`src/rtl/req_gnt_responder_if.sv`:
```
// Request/grant handshake bundle between a requester and req_gnt_responder.
// master: the requester side (drives req, reports resource readiness on avail).
// slave:  the responder side (returns gnt plus status pulses).
interface req_gnt_responder_if;
  logic req;
  logic avail;
  logic gnt;
  logic busy;
  logic late;
  logic drop;

  modport master (
    output req,
    output avail,
    input  gnt,
    input  busy,
    input  late,
    input  drop
  );

  modport slave (
    input  req,
    input  avail,
    output gnt,
    output busy,
    output late,
    output drop
  );
endinterface

```
`src/rtl/req_gnt_responder.sv`:
```
// Grant side of the req/gnt handshake.
// A sampled req starts a request at cycle 0. gnt is held off for MIN_GAP cycles, then issued
// exactly once inside the next WIN cycles: one cycle after avail is seen, or forced (with late)
// at the last window cycle. All outputs are registered.
// Optional feature: define REQ_QUEUE_EN for a one-deep pending request register; without it,
// every req arriving while busy is discarded with a drop pulse.
module req_gnt_responder #(
  parameter int unsigned MIN_GAP = 3,
  parameter int unsigned WIN     = 8,
  parameter int unsigned CNT_W   = 4
) (
  input logic                clk,
  input logic                rst,
  req_gnt_responder_if.slave bus
);

  // Elaboration-time parameter sanity checks.
  if ((2 ** CNT_W) <= (MIN_GAP + WIN)) begin : g_cnt_w_chk
    $error("req_gnt_responder: CNT_W too narrow, need 2**CNT_W > MIN_GAP+WIN");
  end
  if (MIN_GAP < 1) begin : g_min_gap_chk
    $error("req_gnt_responder: MIN_GAP must be at least 1");
  end
  if (WIN < 1) begin : g_win_chk
    $error("req_gnt_responder: WIN must be at least 1");
  end

  // Counter landmarks; cnt equals the cycle number of the request being served.
  localparam logic [CNT_W-1:0] OneCnt     = CNT_W'(1);
  localparam logic [CNT_W-1:0] GapLastCnt = CNT_W'(MIN_GAP - 1);
  localparam logic [CNT_W-1:0] WinLastCnt = CNT_W'(MIN_GAP + WIN - 1);
  localparam logic [CNT_W-1:0] MaxCnt     = CNT_W'(MIN_GAP + WIN);

  // StGrant is the cycle gnt is visible; StDone is the cycle after it, which still treats an
  // incoming req as arriving while busy (and, with the queue, may restart immediately).
  typedef enum logic [2:0] {
    StIdle,
    StGap,
    StWindow,
    StGrant,
    StDone
  } state_e;

  // With MIN_GAP==1 cycle 1 already belongs to the window, so the gap state is skipped.
  localparam state_e AcceptSt = state_e'((MIN_GAP == 1) ? StWindow : StGap);

  state_e           state_q, state_d;
  logic [CNT_W-1:0] cnt_q, cnt_d;
  logic             gnt_q, gnt_d;
  logic             busy_q, busy_d;
  logic             late_q, late_d;
  logic             drop_q, drop_d;

  logic             in_flight;
  logic             at_deadline;
  logic             done_take;
  logic             accept;

`ifdef REQ_QUEUE_EN
  logic             pending_q, pending_d;
`endif

  // A request is outstanding from the first gap cycle through the grant cycle.
  assign in_flight   = (state_q == StGap) || (state_q == StWindow) || (state_q == StGrant);
  assign at_deadline = (state_q == StWindow) && (cnt_q == WinLastCnt);

`ifdef REQ_QUEUE_EN
  // In the post-grant cycle a held request, or a fresh req if nothing is held, starts anew.
  assign done_take = pending_q || bus.req;
`else
  assign done_take = 1'b0;
`endif

  assign accept = ((state_q == StIdle) && bus.req) || ((state_q == StDone) && done_take);

  // State, counter, pending flag and registered outputs.
  always_ff @(posedge clk) begin
    if (!rst) begin
      state_q   <= StIdle;
      cnt_q     <= '0;
      gnt_q     <= 1'b0;
      busy_q    <= 1'b0;
      late_q    <= 1'b0;
      drop_q    <= 1'b0;
`ifdef REQ_QUEUE_EN
      pending_q <= 1'b0;
`endif
    end else begin
      state_q   <= state_d;
      cnt_q     <= cnt_d;
      gnt_q     <= gnt_d;
      busy_q    <= busy_d;
      late_q    <= late_d;
      drop_q    <= drop_d;
`ifdef REQ_QUEUE_EN
      pending_q <= pending_d;
`endif
    end
  end

  // Next-state, cycle counter and pending-request bookkeeping.
  always_comb begin
    state_d = state_q;
    unique case (state_q)
      StIdle: begin
        if (bus.req) state_d = AcceptSt;
      end
      StGap: begin
        // Leave the gap so that the cycle with cnt==MIN_GAP already samples avail.
        if (cnt_q == GapLastCnt) state_d = StWindow;
      end
      StWindow: begin
        if (bus.avail || at_deadline) state_d = StGrant;
      end
      StGrant: begin
        state_d = StDone;
      end
      StDone: begin
        state_d = accept ? AcceptSt : StIdle;
      end
      default: begin
        state_d = StIdle;
      end
    endcase

    // Saturating counter: restarts at 1 on acceptance, never wraps.
    if (accept) begin
      cnt_d = OneCnt;
    end else if (in_flight) begin
      cnt_d = (cnt_q == MaxCnt) ? cnt_q : cnt_q + OneCnt;
    end else begin
      cnt_d = '0;
    end

`ifdef REQ_QUEUE_EN
    pending_d = pending_q;
    if (state_q == StDone) begin
      // Either the held request is being accepted now or nothing was held.
      pending_d = 1'b0;
    end else if (in_flight && bus.req) begin
      pending_d = 1'b1;
    end
`endif
  end

  // Output decode, registered on the next edge.
  always_comb begin
    gnt_d  = (state_q == StWindow) && (bus.avail || at_deadline);
    late_d = at_deadline && !bus.avail;
`ifdef REQ_QUEUE_EN
    // busy does not dip when a held request is about to restart straight after the grant.
    busy_d = (state_d == StGap) || (state_d == StWindow) || (state_d == StGrant) ||
             ((state_d == StDone) && pending_d);
    drop_d = bus.req && pending_q && (in_flight || (state_q == StDone));
`else
    busy_d = (state_d == StGap) || (state_d == StWindow) || (state_d == StGrant);
    drop_d = bus.req && (in_flight || (state_q == StDone));
`endif
  end

  assign bus.gnt  = gnt_q;
  assign bus.busy = busy_q;
  assign bus.late = late_q;
  assign bus.drop = drop_q;

endmodule
```
`src/flat_wrapper.sv`:
```
// flat-port wrapper written by rule: the top's interface ports become plain ports
module req_gnt_responder_flat 
#(
  parameter int unsigned MIN_GAP = 3,
  parameter int unsigned WIN     = 8,
  parameter int unsigned CNT_W   = 4
)
  (clk, rst, bus_req, bus_avail, bus_gnt, bus_busy, bus_late, bus_drop);
  req_gnt_responder_if bus_i ();
  input logic clk;
  input logic rst;
  input wire logic [$bits(bus_i.req)-1:0] bus_req;
  input wire logic [$bits(bus_i.avail)-1:0] bus_avail;
  output wire logic [$bits(bus_i.gnt)-1:0] bus_gnt;
  output wire logic [$bits(bus_i.busy)-1:0] bus_busy;
  output wire logic [$bits(bus_i.late)-1:0] bus_late;
  output wire logic [$bits(bus_i.drop)-1:0] bus_drop;
  assign bus_i.req = bus_req;
  assign bus_i.avail = bus_avail;
  assign bus_gnt = bus_i.gnt;
  assign bus_busy = bus_i.busy;
  assign bus_late = bus_i.late;
  assign bus_drop = bus_i.drop;
  req_gnt_responder #(.MIN_GAP(MIN_GAP), .WIN(WIN), .CNT_W(CNT_W)) u_core (.clk(clk), .rst(rst), .bus(bus_i));
endmodule
```
`config.mk`:
```
export PLATFORM = sky130hd
export DESIGN_NAME = req_gnt_responder_flat
export DESIGN_NICKNAME = d
export VERILOG_FILES = /design/src/rtl/req_gnt_responder_if.sv /design/src/rtl/req_gnt_responder.sv /design/src/flat_wrapper.sv
export SDC_FILE = /design/constraint.sdc
export NUM_CORES = 1
export LEC_CHECK = 0
export CAP_MARGIN = 25
export CORE_AREA = 8 8 45 47
export DETAILED_ROUTE_END_ITERATION = 8
export DIE_AREA = 0 0 53 55
export RECOVER_POWER = 100
export SLEW_MARGIN = 20
export SYNTH_ARGS = -nofsm -noshare
export SYNTH_HDL_FRONTEND = slang
export SYNTH_SLANG_ARGS = --single-unit
```
`constraint.sdc`:
```
create_clock -name clk -period 2.8 [get_ports clk]
set_clock_uncertainty 0.1 [all_clocks]
set_input_delay 0.56 -clock clk [delete_from_list [all_inputs] [get_ports clk]]
set_output_delay 0.56 -clock clk [all_outputs]
set_load 0.02 [all_outputs]
```
-- After elaboration in Yosys (flattened, before gate mapping)
Index checks and enable logic that the tools add are counted.
W data, S select, Z words.
- add/subtract/negate cells: 1
- equality and inequality tests: 11
- multiplexer cells: 8
- bitwise gates (word level): 2
- reductions and logical operators: 14
- operators by type and width (cell ; number):
    $pmux W3 S5 ; 1
    $eq A3 B2 Y1 const B ; 4
    $mux W3 ; 3
    $eq A4 B4 Y1 const B ; 2
    $eq A3 B1 Y1 const B ; 2
    $logic_or A1 B1 Y1 ; 6
    $logic_and A1 B1 Y1 ; 5
    $add A4 B1 Y4 const B ; 1
    $eq A4 B2 Y1 const B ; 1
    $mux W1 ; 4
    $eq A3 B3 Y1 const B ; 1
    $logic_not A3 Y1 ; 1
    $ne A3 B3 Y1 const B ; 1
    $reduce_or A3 Y1 ; 1
    $not A1 Y1 ; 2
    $logic_not A1 Y1 ; 1
- bits in registers: 11
- input bits: 4
- output and inout bits: 4
- word-level logic and storage cells: 43

-- Logic depth before layout (Yosys ltp)
- word-level depth: 8
- mapped depth: 5
- mapped depth without buffers: 5

-- Least setup slack after synthesis
Ideal clock, no wire load.
- path type: input to register
- from: input rst
- to: register u_core.cnt_q[0]
- library setup time: 0.084 ns
- data arrival time: 1.039 ns
- path slack: 1.576 ns
- stages: 3
- buffers on the path: 0
- cells stage by stage: and2b_1 > o21ai_2 > o31ai_2
- RTL lines (element ; RTL line ; text):
    start: declaration ; flat_wrapper.sv:11 ; input logic rst;
    end signal: assignment ; req_gnt_responder.sv:90 ; cnt_q <= cnt_d;
    end: declaration ; req_gnt_responder.sv:48 ; logic [CNT_W-1:0] cnt_q, cnt_d;

-- Worst setup path in the final report
- from: register u_core.drop_q, in the netlist u_core.bus.drop
- to: output bus_drop
- RTL lines (element ; RTL line ; text):
    start: declaration ; req_gnt_responder.sv:52 ; logic drop_q, drop_d;
    start signal: assignment ; req_gnt_responder.sv:94 ; drop_q <= drop_d;
    end: declaration ; flat_wrapper.sv:17 ; output wire logic [$bits(bus_i.drop)-1:0] bus_drop;
No word-level cell between the ends.

==> run_results.csv <==
group,metric,value,unit
place,gp_congestion,0.702,
final_layout,fillers,146,
drt,routed_wl,876,um
final_layout,final_cell_mix,"11 x dfxtp_1, 8 x nor2_1, 6 x dlygate4sd3_1",
synthesis,yosysTopAreaCell,"dfxtp_1",
critical_path,arrival,1.24,ns
min_path,hp-class,"flip-flop to flip-flop",
drt,vias,362,
critical_path,critPathLaunchType,"flip-flop",
clocking,path_clk_slew,0.07,ns
drt,dr.pass1.iters,2,
critical_path,r2r-start,"u_core.cnt_q[1]",
critical_path,critPathMaxStageDelay,0.67,ns
die,core,1380,um^2
synthesis,ys_types,25,
synthesis,synth_seq_cells,11,
grt,grt_pass1_wl,1.53,mm
drt,viasPerCell,4.76,
final_layout,drive_gt1_share,6.67,%
final_layout,area_growth,22.9,%
critical_path,reg2reg_to,"u_core.state_q[0]",
critical_path,endpoint_kind,"output port",
grt,grt_start_max_net_pins,10,
drt,drc_errors,0,
min_path,hold_start,"u_core.cnt_q[1]",
timing,tns,0,ns
drt,wl_per_cell,11.5,um
clocking,clk_path_buf_depth,2,
synthesis,yosys-top-cells-area,"dfxtp_1 47%, nor2_1 6.4%, ha_1 5.3%, a211oi_1 3.2%, nand3b_1 3.2%",
critical_path,slowest_stage,"dlygate4sd3_1",
timing,worst_pin_slew,0.491,ns
synthesis,synthesis.nets,56,
synthesis,syn_area,470,um^2
critical_path,cp.required,2.14,ns
drt,drtIter0Drc,1,
timing,post-route-period-util,67.9,%
place,dp_hpwl,664,um
drt,drtAntennaViolNets,0,
die,fp.dieH,55,um
clocking,cts_inserted_buffers,3,
grt,gr-usage-all-layers,7.35,%
synthesis,yosysSeqAreaShare,46.8,%
clocking,clk_latency,0.27,ns
die,die_w,53,um
place,io_buffers,7,
critical_path,critical_path_class,"flip-flop to output port",
power,peakVddDrop,0.211,mV
synthesis,synth_top_cell_area_share,46.8,%
synthesis,ys_warn_count,0,
timing,drv_slew,0,
critical_path,crit_chain,"dlygate4sd3_1",
place,post-place-ws,1.00,ns
min_path,min_to,"u_core.cnt_q[1]",
grt,antenna_found_initial,0,
die,ios,8,
die,fp.dieArea,2920,um^2
clocking,holdBufCountCts,0,
timing,fmax,0.526,GHz
timing,min_period,1.90,ns
final_layout,utilization,41.8,%
final_layout,layout_commonest_cell,"dfxtp_1",
die,start_util,34.0,%
timing,relSlewSlack,66.9,%
outcome,status,"completed",
power,leakage,0.238,nW
job,maxCapViolCount,0,
final_layout,nets,67,
power,powerDensity,532,nW/um^2
clocking,cts_tree,"built",
critical_path,r2r_slack,1.46,ns
timing,setup_viol,0,
synthesis,syn_inst,50,
timing,grt_setup_unrepaired,"no",
min_path,holdPathStages,2,
final_layout,n_antenna_cell,0,
synthesis,synth.avg_cell_area,9.41,um^2
clocking,postCtsSetupRepairBufs,0,
critical_path,cp_top_family,"buffers and inverters",
clocking,clock-root-buffer,"clkbuf_4",
clocking,clkSinkCount,11,
grt,grt-ovfl-total,0,
timing,hold_ws,0.458,ns
critical_path,rr_worst_depth,4,
critical_path,crit_path_max_fanout,1,
clocking,cts_resized,0,
timing,fin_ws,0.899,ns
die,row_count,14,
grt,grt_pass1_vias,370,
timing,final_hold_viol_count,0,
critical_path,critPathBufInv,1,
clocking,htreeDepth,1,
flip-flops by register name, indices dropped and copies added (netlist names):
signal	cells
u_core.bus.gnt	1
u_core.bus.late	1
u_core.state_q	3
u_core.bus.busy	1
u_core.cnt_q	4
u_core.bus.drop	1
cell families (layout without fill, tap and decap cells):
family | after synthesis | after routing | synth area share (%)
AO/OA/AOI/OAI | 9 | 9 | 15.2
XOR/XNOR | 2 | 2 | 3.72
adder cells (fa/ha/maj) | 2 | 2 | 5.32
buffers and inverters | 3 | 13 | 2.66
flip-flops | 11 | 11 | 46.8
multiplexers | 1 | 1 | 2.13
AND/OR/NAND/NOR | 22 | 22 | 24.2
layer usage:
metal / up-vias / GRT usage, % / share of wire [%] / wire, um
met1: 157 / 7.21 / 45 / 391
li1: 193 / - / - / -
met2: 10 / 11.5 / 44 / 383
met4: 0 / 2.59 / 0.80 / 7
met5: - / 0 / 0 / 0
met3: 2 / 5.88 / 11 / 93
cell usage after synthesis:
master / count
nand2_1: 1
and3_1: 2
a21oi_1: 1
nor2b_1: 2
nand3b_1: 2
nand2b_1: 1
mux2i_1: 1
inv_1: 2
a211oi_1: 2
and2_1: 1
buf_2: 1
nor3_1: 2
ha_1: 2
nand3_1: 2
a21boi_1: 1
o31ai_2: 1
xor2_1: 1
o21a_1: 1
dfxtp_1: 11
nor2_1: 8
xnor2_1: 1
a311oi_1: 1
and2b_1: 1
a31oi_1: 1
o21ai_2: 1
where the power goes:
part	switching [mW]	total, mW	internal, mW
combinational	0.0145	0.0303	0.0158
clock	0.0538	0.109	0.0552
sequential	0.00603	0.168	0.162
final cells by class:
type,instances,area [um^2],area share [%]
clock buffers,4,26.3,4.55
inverters,2,7.51,1.30
multi-input cells,36,234,40.5
flip-flops and latches,11,220,38.1
well taps,16,20.0,3.46
repair buffers,7,70.1,12.1
how the worst max path moves through the flow:
| stage | startpoint | endpoint | slack (ns) | cells after the start |
|---|---|---|---|---|
| 6_report | u_core.bus.drop | bus_drop | 0.90 | 1 |
| 4_1_cts | u_core.bus.drop | bus_drop | 0.94 | 1 |
| 3_3_place_gp | rst | u_core.cnt_q[0] | 1.03 | 4 |
| 2_1_floorplan | rst | u_core.cnt_q[0] | 1.58 | 3 |
| 5_1_grt | u_core.bus.drop | bus_drop | 0.84 | 1 |
| 3_5_place_dp | rst | u_core.cnt_q[0] | 1.00 | 4 |
through the flow:
stage | cell area, um^2 | power (mW) | std cells
after floorplan | 470 | 0.192 | 50
after global placement | 556 | 0.204 | 72
after detailed placement | 556 | 0.205 | 72
after CTS | 582 | 0.314 | 76
after global routing | 578 | 0.326 | 76
final | 578 | 0.307 | 76
Note: power is estimated with default switching activity, not from simulation.
==> patch 1, RTL diff (same settings) <==
Add a define of `REQ_QUEUE_EN`.
--- a/src/rtl/req_gnt_responder.sv
+++ b/src/rtl/req_gnt_responder.sv
@@ -4,6 +4,8 @@
 // at the last window cycle. All outputs are registered.
 // Optional feature: define REQ_QUEUE_EN for a one-deep pending request register; without it,
 // every req arriving while busy is discarded with a drop pulse.
+`define REQ_QUEUE_EN
+
 module req_gnt_responder #(
   parameter int unsigned MIN_GAP = 3,
   parameter int unsigned WIN     = 8,
Function: changed (a bounded check fails within 4 cycles, from zero or initial values and one cycle with rst low).
==> patch 1 against the original RTL <==
  * Wire length is 8.6% higher
  * Worst setup slack worse by 0.018 ns
  * Cell area is 10% higher
  * Sequential power is 9.5% higher
  * Combinational power is 22% higher
  * Synthesized area is 14% higher
  * Sequential cell count is 1 higher
  * Total power is 6.8% higher
==> patch 1: results (changes against the original RTL) <==
Status: completed
Final nets: 74 (+10%)
VDD IR-drop max: 0.0002933 V (+39%)
Relative max-transition margin: 0.6502 (-0.01874)
Largest net degree at the start of global routing: 9 (-1)
Leakage power total: 0.2482 nW (+4.2%)
Critical path arrival: 1.26 ns (+0.02 ns)
Met2 usage: 0.09766 (-0.01758)
Met1 wire length: 466 um (+19%)
Synth cell types: 28 (+12%)
Layout fillers: 141 (-3.4%)
Detailed-route wire length: 951 um (+8.6%)
M3 GR Usage: 0.03476 (-0.02406)
DR WL met2: 357 um (-6.8%)
First-pass iteration count of the detailed router: 4 (+2)
Starting DRT DRC Count: 10 (+9)
Hold wc startpoint: u_core.pending_q
First-pass GRT wire length: 1.566 mm (+2.3%)
GRT Util Overall: 0.07798 (+0.004514)
Crit. Startpoint: u_core.bus.busy
Synth top area share: 0.4465 (-0.02157)
Post-synth top cells: 12 x dfxtp_1, 7 x nor2_1
Vias in the first global route: 397 (+7.3%)
Post-Syn Nets: 63 (+13%)
Met3 wire len: 85 um (-8.6%)
Post-DP HPWL: 711.6 um (+7.1%)
Reg-to-reg critical path startpoint: u_core.cnt_q[0]
Vias per inst: 5.171 (+8.6%)
Sequential-to-total area share from yosys stat: 0.4465 (-0.02157)
GRT met1 Usage: 0.08937 (+0.01728)
[patch 1: cell count changes after synthesis, moves of 2 or more]
cell     change
and2_1       +2
and3_1       -2
nand2_1      +2
o31ai_1      +2
[patch 1: final cells by class]
type | count | share of cell area
multi-input cells | 42 | 0.4331
flip-flops and latches | 12 | 0.3780
repair buffers | 7 | 0.1102
clock buffers | 3 | 0.03543
well taps | 16 | 0.03150
inverters | 2 | 0.01181
[patch 1: final timing paths]
check	slack [ns]	cells after the start	end
setup / recovery	0.88	1	bus_busy
hold / removal	0.41	2	u_core.bus.drop
setup reg to reg	1.11	6	u_core.bus.busy
hold reg to reg	0.41	2	u_core.bus.drop
[patch 1: kinds of logic after synthesis]
kind of cell,count (synthesis),synth area share
AND/OR/NAND/NOR,26,0.2628
flip-flops,12,0.4465
AO/OA/AOI/OAI,10,0.1349
buffers and inverters,3,0.04184
XOR/XNOR,3,0.04885
multiplexers,1,0.01861
adder cells (fa/ha/maj),2,0.04650
[patch 1: stage by stage]
step / instances / power, W / cell area, um^2 / setup WS [ns]
after floorplan: 57 / 0.0002126 / 538.0 / 1.277
after global placement: 79 / 0.0002269 / 613.1 / 0.9676
after detailed placement: 79 / 0.0002267 / 613.1 / 0.9579
after CTS: 82 / 0.0003360 / 635.6 / 0.9367
after global routing: 82 / 0.0003508 / 635.6 / 0.8375
final: 82 / 0.0003285 / 635.6 / 0.8804
[patch 1: power breakdown]
group | internal, W | leakage, nW | switching (W) | total, W
clock network | 0.0000499 | 0.0138 | 0.0000576 | 0.000107
registers | 0.000177 | 0.0977 | 0.00000650 | 0.000184
logic | 0.0000189 | 0.137 | 0.0000182 | 0.0000371
==> patch 2, RTL diff (same flow settings) <==
Without the edit above. Reset style: asynchronous (`rst`), changed in one clocked block.
--- a/src/rtl/req_gnt_responder.sv
+++ b/src/rtl/req_gnt_responder.sv
@@ -74,7 +74,7 @@
   assign accept = ((state_q == StIdle) && bus.req) || ((state_q == StDone) && done_take);
 
   // State, counter, pending flag and registered outputs.
-  always_ff @(posedge clk) begin
+  always_ff @(posedge clk or negedge rst) begin
     if (!rst) begin
       state_q   <= StIdle;
       cnt_q     <= '0;
Function: differs if rst is asserted again (counterexample within 4 cycles, from zero or initial values and one cycle with rst low); with rst held inactive, the same outputs for 10 cycles.
==> patch 2 against the original RTL <==
  * Critical path depth did not move
  * Critical path type unchanged
  * Sequential cell count stayed put
  * Cell area rose by 6.9%
  * Final cell count decreased by 5.3%
  * Worst setup slack got worse by 0.030 ns
  * Critical endpoint unchanged
  * Synthesized area rose by 7.7%
  * Utilization up 2.9 points
  * Wire length increased by 3.3%
Power is not compared: it rests on default switching activity, and its combinational part moved more than twofold at a synthesized area within 25%.
==> patch 2: results (changes against the original RTL) <==
First-pass GRT wire length: 1.545 mm (+0.91%)
Worst slew pin tran: 0.5091 ns (+0.01776 ns)
Reg-to-reg critical path startpoint: u_core.cnt_q[0]
Crit. Startpoint: u_core.bus.drop
Synth cell types: 24 (-4.0%)
Post-Syn Nets: 51 (-8.9%)
GRT Util Overall: 0.07616 (+0.002694)
Starting DRT DRC Count: 14 (+13)
Layout fillers: 124 (-15%)
Sequential-to-total area share from yosys stat: 0.5432 (+0.07512)
Critical path arrival: 1.27 ns (+0.03 ns)
Fin crit share: 0.6897 (+0.01067)
Worst skew pair latency: 0.27 ns (about the same)
Post-DP HPWL: 650.4 um (-2.1%)
Largest net degree at the start of global routing: 12 (+2)
Detailed-route wire length: 905 um (+3.3%)
Top cells by area, synth: dfrtp_1 54%, nor2_1 5.2%, ha_1 4.9%
Vias per inst: 5.278 (+11%)
Async set or reset register ratio after synthesis: 1.000 (+1.000)
GPL Wtd Cong: 0.6903 (-1.7%)
Status: completed
Slowest Stage Delay on Critical Path: 0.64 ns (-0.03 ns)
Final nets: 63 (-6.0%)
First-pass iteration count of the detailed router: 4 (+2)
Vias in the first global route: 364 (-1.6%)
Post-synth top cells: 11 x dfrtp_1, 7 x nor2_1, 3 x nand3b_1
M3 GR Usage: 0.03476 (-0.02406)
Reg2reg end: u_core.cnt_q[0]
Pre-CTS setup slack: 1.020 ns (+0.01827 ns)
==> patch 2: cell families after synthesis <==
kind of cell    count (synthesis)  share of synthesized area
simple gates                   22                     0.2494
flops                          11                     0.5432
compound gates                  7                     0.1136
mux                             1                    0.01975
buf+inv                         1                   0.007400
xor+xnor                        1                    0.01729
fa+ha+maj                       2                    0.04937
==> patch 2: worst min path at each step <==
stage               slack (ns)  cells past startpoint         startpoint           endpoint
global placement          0.45                      1  u_core.state_q[2]  u_core.state_q[1]
finish                    0.46                      1  u_core.state_q[2]  u_core.state_q[1]
global route              0.50                      1  u_core.state_q[2]  u_core.state_q[1]
CTS                       0.46                      1  u_core.state_q[2]  u_core.state_q[1]
floorplan                 0.16                      0                rst    u_core.bus.busy
detailed placement        0.46                      1  u_core.state_q[2]  u_core.state_q[1]
==> patch 2: power by group through the flow <==
stage	combinational (W)	sequential, W	clock (W)
global route	0.000231	0.000275	0.000123
finish	0.000206	0.000264	0.000112
detailed placement	0.000223	0.000269	0
CTS	0.000224	0.000266	0.000114
global placement	0.000221	0.000271	0
floorplan	0.000149	0.000276	0
==> patch 2: final cells by class <==
class | count | area, um^2 | area share
repair buffers | 7 | 70.07 | 0.1134
inverters | 1 | 3.754 | 0.006073
multi-input cells | 33 | 222.7 | 0.3603
clock buffers | 4 | 26.28 | 0.04251
flip-flops and latches | 11 | 275.3 | 0.4453
well taps | 16 | 20.02 | 0.03239
==> patch 2: routing by layer <==
layer  wire (um)  up-vias  share of wire
met5           0        -              0
met4          22        0          0.024
met3          79        3          0.087
met2         407       12           0.45
met1         396      186           0.44
li1            -      179              -
==> patch 2: metrics by stage <==
stage               std cells  total power, W  instance area (um^2)
finish                     72       0.0005814                 618.1
global route               72       0.0006281                 618.1
CTS                        72       0.0006048                 623.1
detailed placement         68       0.0004921                 596.8
global placement           68       0.0004917                 596.8
floorplan                  45       0.0004246                 506.7
